<file path="src/rtl/fc_pkg.sv">
// Shared types and constants for the fully-connected layer engine:
// FSM state encoding, requantisation widths and int8 saturation limits.
package fc_pkg;

  typedef enum logic [2:0] {
    S_IDLE,
    S_LOAD_ACT,
    S_LOAD_PAR,
    S_MAC,
    S_REQ,
    S_WRITE,
    S_DONE
  } state_e;

  localparam int ACC_W  = 32;
  localparam int PROD_W = 64;
  localparam int RQ_W   = 35;
  localparam int Y_W    = 8;

  localparam logic signed [Y_W-1:0]  Y_MIN   = -8'sd128;
  localparam logic signed [Y_W-1:0]  Y_MAX   = 8'sd127;
  localparam logic signed [RQ_W-1:0] Y_MIN_W = -35'sd128;
  localparam logic signed [RQ_W-1:0] Y_MAX_W = 35'sd127;

  function automatic logic signed [Y_W-1:0] sat_y(input logic signed [RQ_W-1:0] v);
    if (v > Y_MAX_W)      return Y_MAX;
    else if (v < Y_MIN_W) return Y_MIN;
    else                  return v[Y_W-1:0];
  endfunction

endpackage

</file>
<file path="src/rtl/fc_requant.sv">
// Three-stage requantiser: offset, fixed-point scale by an unsigned Q32
// multiplier with round-half-up, then zero point and int8 saturation.
module fc_requant
  import fc_pkg::*;
(
  input  logic                     clk,
  input  logic                     rst_n,
  input  logic [ACC_W-1:0]         acc,
  input  logic [31:0]              m,
  input  logic [31:0]              sub,
  input  logic [31:0]              add,
  input  logic signed [31:0]       out_zp,
  output logic signed [Y_W-1:0]    y
);

  logic signed [31:0]     t_q;
  logic signed [PROD_W-1:0] p_q;
  logic signed [32:0]     m_s;
  logic signed [RQ_W-1:0] r_w;

  // M is unsigned, so it gets a zero sign bit before the signed multiply.
  assign m_s = {1'b0, m};
  assign r_w = 35'($signed(p_q[63:32])) + 35'({1'b0, p_q[31]}) + 35'(out_zp);

  always_ff @(posedge clk or negedge rst_n) begin
    if (!rst_n) begin
      t_q <= '0;
      p_q <= '0;
      y   <= '0;
    end else begin
      t_q <= acc - sub + add;
      p_q <= 64'(t_q) * 64'(m_s);
      y   <= sat_y(r_w);
    end
  end

endmodule

</file>
<file path="src/rtl/fc_layer_engine.sv">
// Fully-connected int8 layer: loads activations once, then per output neuron
// loads requant params, accumulates weights, requantises and writes the result.
// Define FC_ARGMAX_EN to add argmax tracking on class_idx/class_valid.
module fc_layer_engine
  import fc_pkg::*;
#(
  parameter int          N_IN     = 8,
  parameter int          N_OUT    = 2,
  parameter int          RD_LAT   = 2,
  parameter logic [15:0] IN_BASE  = 16'h0000,
  parameter logic [15:0] W_BASE   = 16'd21960,
  parameter logic [8:0]  P_BASE   = 9'd168,
  parameter logic [15:0] OUT_BASE = 16'h8000,
  parameter int          OUT_ZP   = 41
) (
  input  logic                       clk,
  input  logic                       rst_n,
  input  logic                       start,
  output logic                       busy,
  output logic                       done,
  output logic [15:0]                ram_addr_r,
  output logic                       ram_en_r,
  input  logic signed [7:0]          ram_data_r,
  output logic [15:0]                rom_addr_w,
  output logic                       rom_en_w,
  input  logic signed [7:0]          rom_data_w,
  output logic [8:0]                 rom_addr_p,
  output logic                       rom_en_p,
  input  logic [31:0]                rom_data_p,
  output logic [15:0]                ram_addr_w,
  output logic signed [7:0]          ram_data_w,
  output logic                       ram_en,
  output logic                       ram_wea,
  output logic [$clog2(N_OUT)-1:0]   class_idx,
  output logic                       class_valid
);

  localparam logic [15:0] N_IN16   = 16'(N_IN);
  localparam logic [15:0] LAT16    = 16'(RD_LAT);
  localparam logic [15:0] ACT_LAST = 16'(N_IN + RD_LAT - 1);
  localparam logic [15:0] PAR_LAST = 16'(3 + RD_LAT - 1);
  localparam logic [15:0] REQ_LAST = 16'd2;
  localparam logic [15:0] O_LAST   = 16'(N_OUT - 1);

  state_e             state, state_n;
  logic [15:0]        cnt, o_idx, act_iss, par_iss;
  logic signed [7:0]  act [N_IN];
  logic [ACC_W-1:0]   acc;
  logic [31:0]        m_q, sub_q, add_q;
  logic signed [7:0]  y;
  logic signed [15:0] prod;

  // Issue index clamps to the last address while trailing data is awaited.
  assign act_iss = (cnt < N_IN16) ? cnt : N_IN16 - 16'd1;
  assign par_iss = (cnt < 16'd3) ? cnt : 16'd2;
  assign prod    = 16'(act[0]) * 16'(rom_data_w);

  // Handshake: start is sampled only in IDLE; busy stays high from the
  // accepting edge through the single-cycle done pulse, then returns low.
  always_comb begin
    state_n    = state;
    busy       = (state != S_IDLE);
    done       = 1'b0;
    ram_en_r   = 1'b0;
    ram_addr_r = '0;
    rom_en_w   = 1'b0;
    rom_addr_w = '0;
    rom_en_p   = 1'b0;
    rom_addr_p = '0;
    ram_en     = 1'b0;
    ram_wea    = 1'b0;
    ram_addr_w = '0;
    ram_data_w = '0;
    case (state)
      S_IDLE: if (start) state_n = S_LOAD_ACT;
      S_LOAD_ACT: begin
        ram_en_r   = 1'b1;
        ram_addr_r = IN_BASE + act_iss;
        if (cnt == ACT_LAST) state_n = S_LOAD_PAR;
      end
      S_LOAD_PAR: begin
        rom_en_p   = 1'b1;
        rom_addr_p = P_BASE + 9'(16'd3 * o_idx + par_iss);
        if (cnt == PAR_LAST) state_n = S_MAC;
      end
      S_MAC: begin
        rom_en_w   = 1'b1;
        rom_addr_w = W_BASE + o_idx * N_IN16 + act_iss;
        if (cnt == ACT_LAST) state_n = S_REQ;
      end
      S_REQ: if (cnt == REQ_LAST) state_n = S_WRITE;
      S_WRITE: begin
        ram_en     = 1'b1;
        ram_wea    = 1'b1;
        ram_addr_w = OUT_BASE + o_idx;
        ram_data_w = y;
        state_n    = (o_idx == O_LAST) ? S_DONE : S_LOAD_PAR;
      end
      S_DONE: begin
        done    = 1'b1;
        state_n = S_IDLE;
      end
      default: state_n = S_IDLE;
    endcase
  end

  // Activations live in a shift register: loaded by shifting in, then rotated
  // once per MAC pass so act[0] always holds the operand for the current weight.
  always_ff @(posedge clk or negedge rst_n) begin
    if (!rst_n) begin
      state <= S_IDLE;
      cnt   <= '0;
      o_idx <= '0;
      acc   <= '0;
      m_q   <= '0;
      sub_q <= '0;
      add_q <= '0;
      for (int i = 0; i < N_IN; i++) act[i] <= '0;
    end else begin
      state <= state_n;
      cnt   <= (state_n != state || state == S_IDLE) ? 16'd0 : cnt + 16'd1;
      case (state)
        S_IDLE: if (start) o_idx <= '0;
        S_LOAD_ACT: if (cnt >= LAT16) begin
          for (int i = 0; i < N_IN - 1; i++) act[i] <= act[i+1];
          act[N_IN-1] <= ram_data_r;
        end
        S_LOAD_PAR: begin
          acc <= '0;
          if (cnt >= LAT16) begin
            m_q   <= sub_q;
            sub_q <= add_q;
            add_q <= rom_data_p;
          end
        end
        S_MAC: if (cnt >= LAT16) begin
          acc <= acc + {{16{prod[15]}}, prod};
          for (int i = 0; i < N_IN - 1; i++) act[i] <= act[i+1];
          act[N_IN-1] <= act[0];
        end
        S_WRITE: o_idx <= o_idx + 16'd1;
        default: ;
      endcase
    end
  end

  fc_requant u_requant (
    .clk    (clk),
    .rst_n  (rst_n),
    .acc    (acc),
    .m      (m_q),
    .sub    (sub_q),
    .add    (add_q),
    .out_zp (32'(OUT_ZP)),
    .y      (y)
  );

`ifdef FC_ARGMAX_EN
  localparam int CW = $clog2(N_OUT);

  logic signed [7:0] best_y;
  logic [CW-1:0]     best_idx, idx_now, cls_idx_q;
  logic              take_new, cls_valid_q;

  // Strict greater-than keeps the earliest index on ties.
  assign idx_now  = o_idx[CW-1:0];
  assign take_new = (o_idx == 16'd0) || (y > best_y);

  always_ff @(posedge clk or negedge rst_n) begin
    if (!rst_n) begin
      best_y      <= '0;
      best_idx    <= '0;
      cls_idx_q   <= '0;
      cls_valid_q <= 1'b0;
    end else if (state == S_IDLE && start) begin
      cls_idx_q   <= '0;
      cls_valid_q <= 1'b0;
    end else if (state == S_WRITE) begin
      if (take_new) begin
        best_y   <= y;
        best_idx <= idx_now;
      end
      if (o_idx == O_LAST) begin
        cls_idx_q   <= take_new ? idx_now : best_idx;
        cls_valid_q <= 1'b1;
      end
    end
  end

  assign class_idx   = cls_idx_q;
  assign class_valid = cls_valid_q;
`else
  assign class_idx   = '0;
  assign class_valid = 1'b0;
`endif

endmodule

</file>
<file path="config.mk">
export PLATFORM = sky130hd
export DESIGN_NAME = fc_layer_engine
export DESIGN_NICKNAME = d
export VERILOG_FILES = /design/src/rtl/fc_pkg.sv /design/src/rtl/fc_requant.sv /design/src/rtl/fc_layer_engine.sv
export SDC_FILE = /design/constraint.sdc
export NUM_CORES = 2
export LEC_CHECK = 0
export ABC_CLOCK_PERIOD_IN_PS = 20400
export CAP_MARGIN = 20
export CORE_MARGIN = 4
export CORE_UTILIZATION = 55
export CTS_CLUSTER_DIAMETER = 150
export DETAILED_ROUTE_END_ITERATION = 7
export GPL_ROUTABILITY_DRIVEN = 1
export PLACE_DENSITY = 0.72
export SYNTH_ARGS = -nofsm -noshare
export SYNTH_HDL_FRONTEND = slang
export SYNTH_HIERARCHICAL = 1
export SYNTH_SLANG_ARGS = --single-unit
</file>
<file path="constraint.sdc">
create_clock -name clk -period 20.4 [get_ports clk]
set_clock_uncertainty 0.2 [all_clocks]
set_input_delay 3.06 -clock clk [delete_from_list [all_inputs] [get_ports clk]]
set_output_delay 3.06 -clock clk [all_outputs]
set_load 0.01 [all_outputs]
</file>
==> Flow_metrics.wiki <==
{| class="wikitable"
! Metric !! Value
|-
| Rel. slew slack || 28.32%
|-
| Die X || 320.7 microns
|-
| Final min period || 10.34 ns
|-
| Post-detailed-route via-to-cell ratio || about 5.4
|-
| Layout Cells excl Fill || between 6000 and 7000
|-
| CTS tree || done
|-
| CTS Hold Bufs || 0
|-
| Depth of the worst register-to-register path || 25
|-
| Die ar. || 0.1028 sq mm
|-
| Area share of the largest cell type after synthesis || 37.01%
|-
| Critical path capture point type || register
|-
| Maximum buffer depth of the clock tree || 3
|-
| Internal reg-to-reg setup slack || roughly 11 ns
|-
| Share of cell area taken by muxes after synthesis || approximately 3.4%
|-
| Wire length of the first global-routing pass || between 200000 and 250000 microns
|-
| Count of instances resized after the clock tree is built || 0
|-
| Hold Violations, Final || 0
|-
| Post-synthesis compound-gate area fraction || 6.585%
|-
| Main flop type after synthesis || dfrtp_1
|-
| Via count of the first global-routing pass || 40460
|-
| Post-synth EDFFs || 0
|-
| Max-capacitance violation count || 0
|-
| Number of antenna violations at the first check in global routing || 1
|-
| GP Congestion || 0.9073
|-
| Number of H-tree branching levels || 2
|-
| Clock buffer count from CTS || 34
|-
| Destination of the critical timing path || acc[31]$_DFFE_PN0P_
|-
| Number of DRC violations after detailed-routing iteration 0 || about 2200
|-
| Latest clock arrival within the worst-skew pair || 0.54 ns
|-
| Worst r2r dst || u_requant/p_q[60]$_DFF_PN0_
|-
| Total vias in the final route || 37570
|-
| Maximum fanout along the worst path || 19
|-
| Per-instance average area after synthesis || 9.556 sq um
|-
| Pin slew with the least headroom to its limit || 1.071 ns
|-
| Largest family of logic cells by synthesized area || adder cells
|-
| Hold depth || 2
|-
| Xor and xnor fraction of the mapped netlist area || about 2.4%
|-
| Result of the run || finished, final reports clean
|-
| Half-perimeter wire length after placement || roughly 98000 microns
|-
| Crit path setup slack, layout || 10.06 ns
|-
| Buffer count from post-CTS setup fixing || 0
|-
| Fin nets || 7150
|-
| Placed instance count || a little under 7000
|-
| Pins over their slew limit || 0
|-
| Synth Area in Adders || between 40% and 50%
|-
| Number of storage elements in the synthesis netlist || 300
|-
| PortBufs || between 100 and 150
|-
| Leading cell type by number of instances after synthesis || inv_1
|-
| # clock sinks || 300
|-
| Setup repair after global routing missed its margin || no
|-
| GRT overflow || 0
|-
| Syn. warnings || 6
|-
| Area added between synthesis and finish || 6.543%
|-
| Routed wire length per instance || about 19 microns
|-
| # rows || 114
|-
| Largest net degree at the start of global routing || 110
|-
| Initial Util || 55.52%
|-
| Number of distinct library cells after synthesis || 104
|-
| Worst Setup Path Type || in2reg
|-
| IO Count || around 130
|-
| Area of the core || 0.09685 sq mm
|-
| CP Launch Point || rom_data_w[6]
|-
| Class of the tightest hold or removal check || reg2reg
|-
| Most area-consuming cells after synthesis || fa_1 37%, dfrtp_1 14%, ha_1 11%, inv_1 8.3%, and2_1 7.9%
|-
| Required time reported for the critical path endpoint || 20.63 ns
|-
| Kind of launch point of the worst setup path || input pin
|-
| Final antenna-violating net count || 0
|-
| Cell chosen for the clock root || clkbuf_16
|-
| Post-synthesis instance area || around 0.054 sq mm
|-
| Accumulated negative setup slack || 0 ns
|-
| Total of endpoints with negative setup slack in the final report || 0
|-
| Top cell types by occurrence after synthesis || 1187 x inv_1, 994 x fa_1, 682 x and2_1
|-
| Origin of the critical flop-to-flop path || u_requant/t_q[31]$_DFF_PN0_
|-
| Die Height || 320.7 microns
|-
| First drt pass iteration count || 5
|-
| Yosys top cell by area || fa_1
|-
| Data arrival time of the critical path || 10.57 ns
|-
| Number of remaining DRC errors || 0
|-
| Global routing usage summed across all routing layers || 25.67%
|-
| Setup slack at placement || 9.546 ns
|-
| Post-synthesis sequential area ratio || between 10% and 20%
|-
| Share of the cycle needed by the critical path after routing || 50.69%
|-
| Overall routed net length || about 130000 microns
|-
| Register clock-pin slew on the reported worst setup and hold paths || 0.06 ns
|-
| Fraction of layout cells with a size suffix above 1 || about 6%
|-
| Area fraction in and, or, nand and nor cells after synthesis || 15.46%
|-
| Post-Synthesis Cells || approximately 5600
|-
| Fmax || 96.70 MHz
|-
| Share of synthesized registers carrying an async set or reset || 100.0%
|}
-- kinds of logic (layout without fill, tap and decap cells) --
kind of cell | after synthesis | count (layout)
AO/OA/AOI/OAI | 524 | 524
XOR/XNOR | 148 | 148
adder cells (fa/ha/maj) | 1458 | 1458
buffers and inverters | 1449 | 1421
flip-flops | 300 | 300
multiplexers | 162 | 162
other | 2 | 67
AND/OR/NAND/NOR | 1584 | 1584
-- cell type report --
type	instances	area, sq um
fillers	8225	39560
clock inverters	14	207.7
diodes	1	2.502
clock buffers	44	928.4
well taps	1276	1597
multi-input cells	3942	40960
inverters	1191	4471
repair buffers	172	1604
flip-flops and latches	300	7523
-- critical path, cell delays in order --
cell,delay [ns]
clkdlybuf4s50_1,0.66
nand2_1,0.13
fa_1,0.51
fa_1,0.55
inv_1,0.05
fa_1,0.53
inv_1,0.05
fa_1,0.53
inv_1,0.04
ha_1,0.32
o21a_1,0.14
a21oi_1,0.20
o21ai_0,0.16
a41oi_1,0.33
a21oi_1,0.16
xnor2_2,0.83
ha_1,0.45
a21o_1,0.23
a21oi_2,0.15
o21ai_1,0.12
a221o_1,0.37
a211o_1,0.28
a311oi_2,0.23
xnor2_1,0.17
o21bai_1,0.09
a22o_1,0.22
-- worst min-delay path by stage --
stage	slack [ns]	startpoint	end
after global placement	0.26	act[3]$_DFFE_PN0P_	act[3]$_DFFE_PN0P_
after floorplan	0.25	act[0]$_DFFE_PN0P_	act[0]$_DFFE_PN0P_
after global routing	0.31	act[54]$_DFFE_PN0P_	act[62]$_DFFE_PN0P_
final	0.28	act[3]$_DFFE_PN0P_	act[3]$_DFFE_PN0P_
after CTS	0.29	act[3]$_DFFE_PN0P_	act[3]$_DFFE_PN0P_
after detailed placement	0.27	act[3]$_DFFE_PN0P_	act[3]$_DFFE_PN0P_
-- layout by cell type (no fill, tap or decap), types with 22 or more instances in the layout --
master           instances
o21ai_0                114
a21o_1                  68
buf_4                   60
a21oi_1                128
xor2_1                  50
clkdlybuf4s50_1        108
nand2b_1                31
mux2_2                 151
nor2b_1                 27
nand2_1                471
nand3_1                 76
o31ai_1                 22
and2_1                 682
o21a_1                  28
inv_1                 1187
and3_1                  40
conb_1                  66
xnor2_1                 97
ha_1                   464
fa_1                   994
nor2_1                 143
dfrtp_1                287
clkbuf_16               34
nor3_1                  36
-- state kept, by name, summed over array words and instances, names as in the netlist, 16 cells and up --
signal / count
act: 64
u_requant/p_q: 33
acc: 32
add_q: 32
m_q: 32
sub_q: 32
u_requant/t_q: 32
cnt: 16
o_idx: 16
-- through the flow --
stage	util (%)	hold slack [ns]	cell area (sq um)
5_1_grt	59.15	0.3061	57290
3_3_place_gp	57.92	0.2598	56090
2_1_floorplan	-	0.2460	54010
6_report	59.15	0.2795	57290
3_5_place_dp	57.92	0.2725	56090
4_1_cts	59.09	0.2864	57230
-- metal layers --
| layer | GRT usage, % | part of all wire (%) | vias up |
|---|---|---|---|
| li1 | - | - | 17090 |
| met4 | 7.871 | 3.2 | 0 |
| met1 | 35.21 | 43 | 19040 |
| met2 | 42.09 | 47 | 1226 |
| met3 | 4.467 | 7.2 | 216 |
| met5 | 0.2778 | 0 | - |
Power is not shown: default switching activity piles up to over one toggle a cycle in this logic, so the estimate is an artifact.
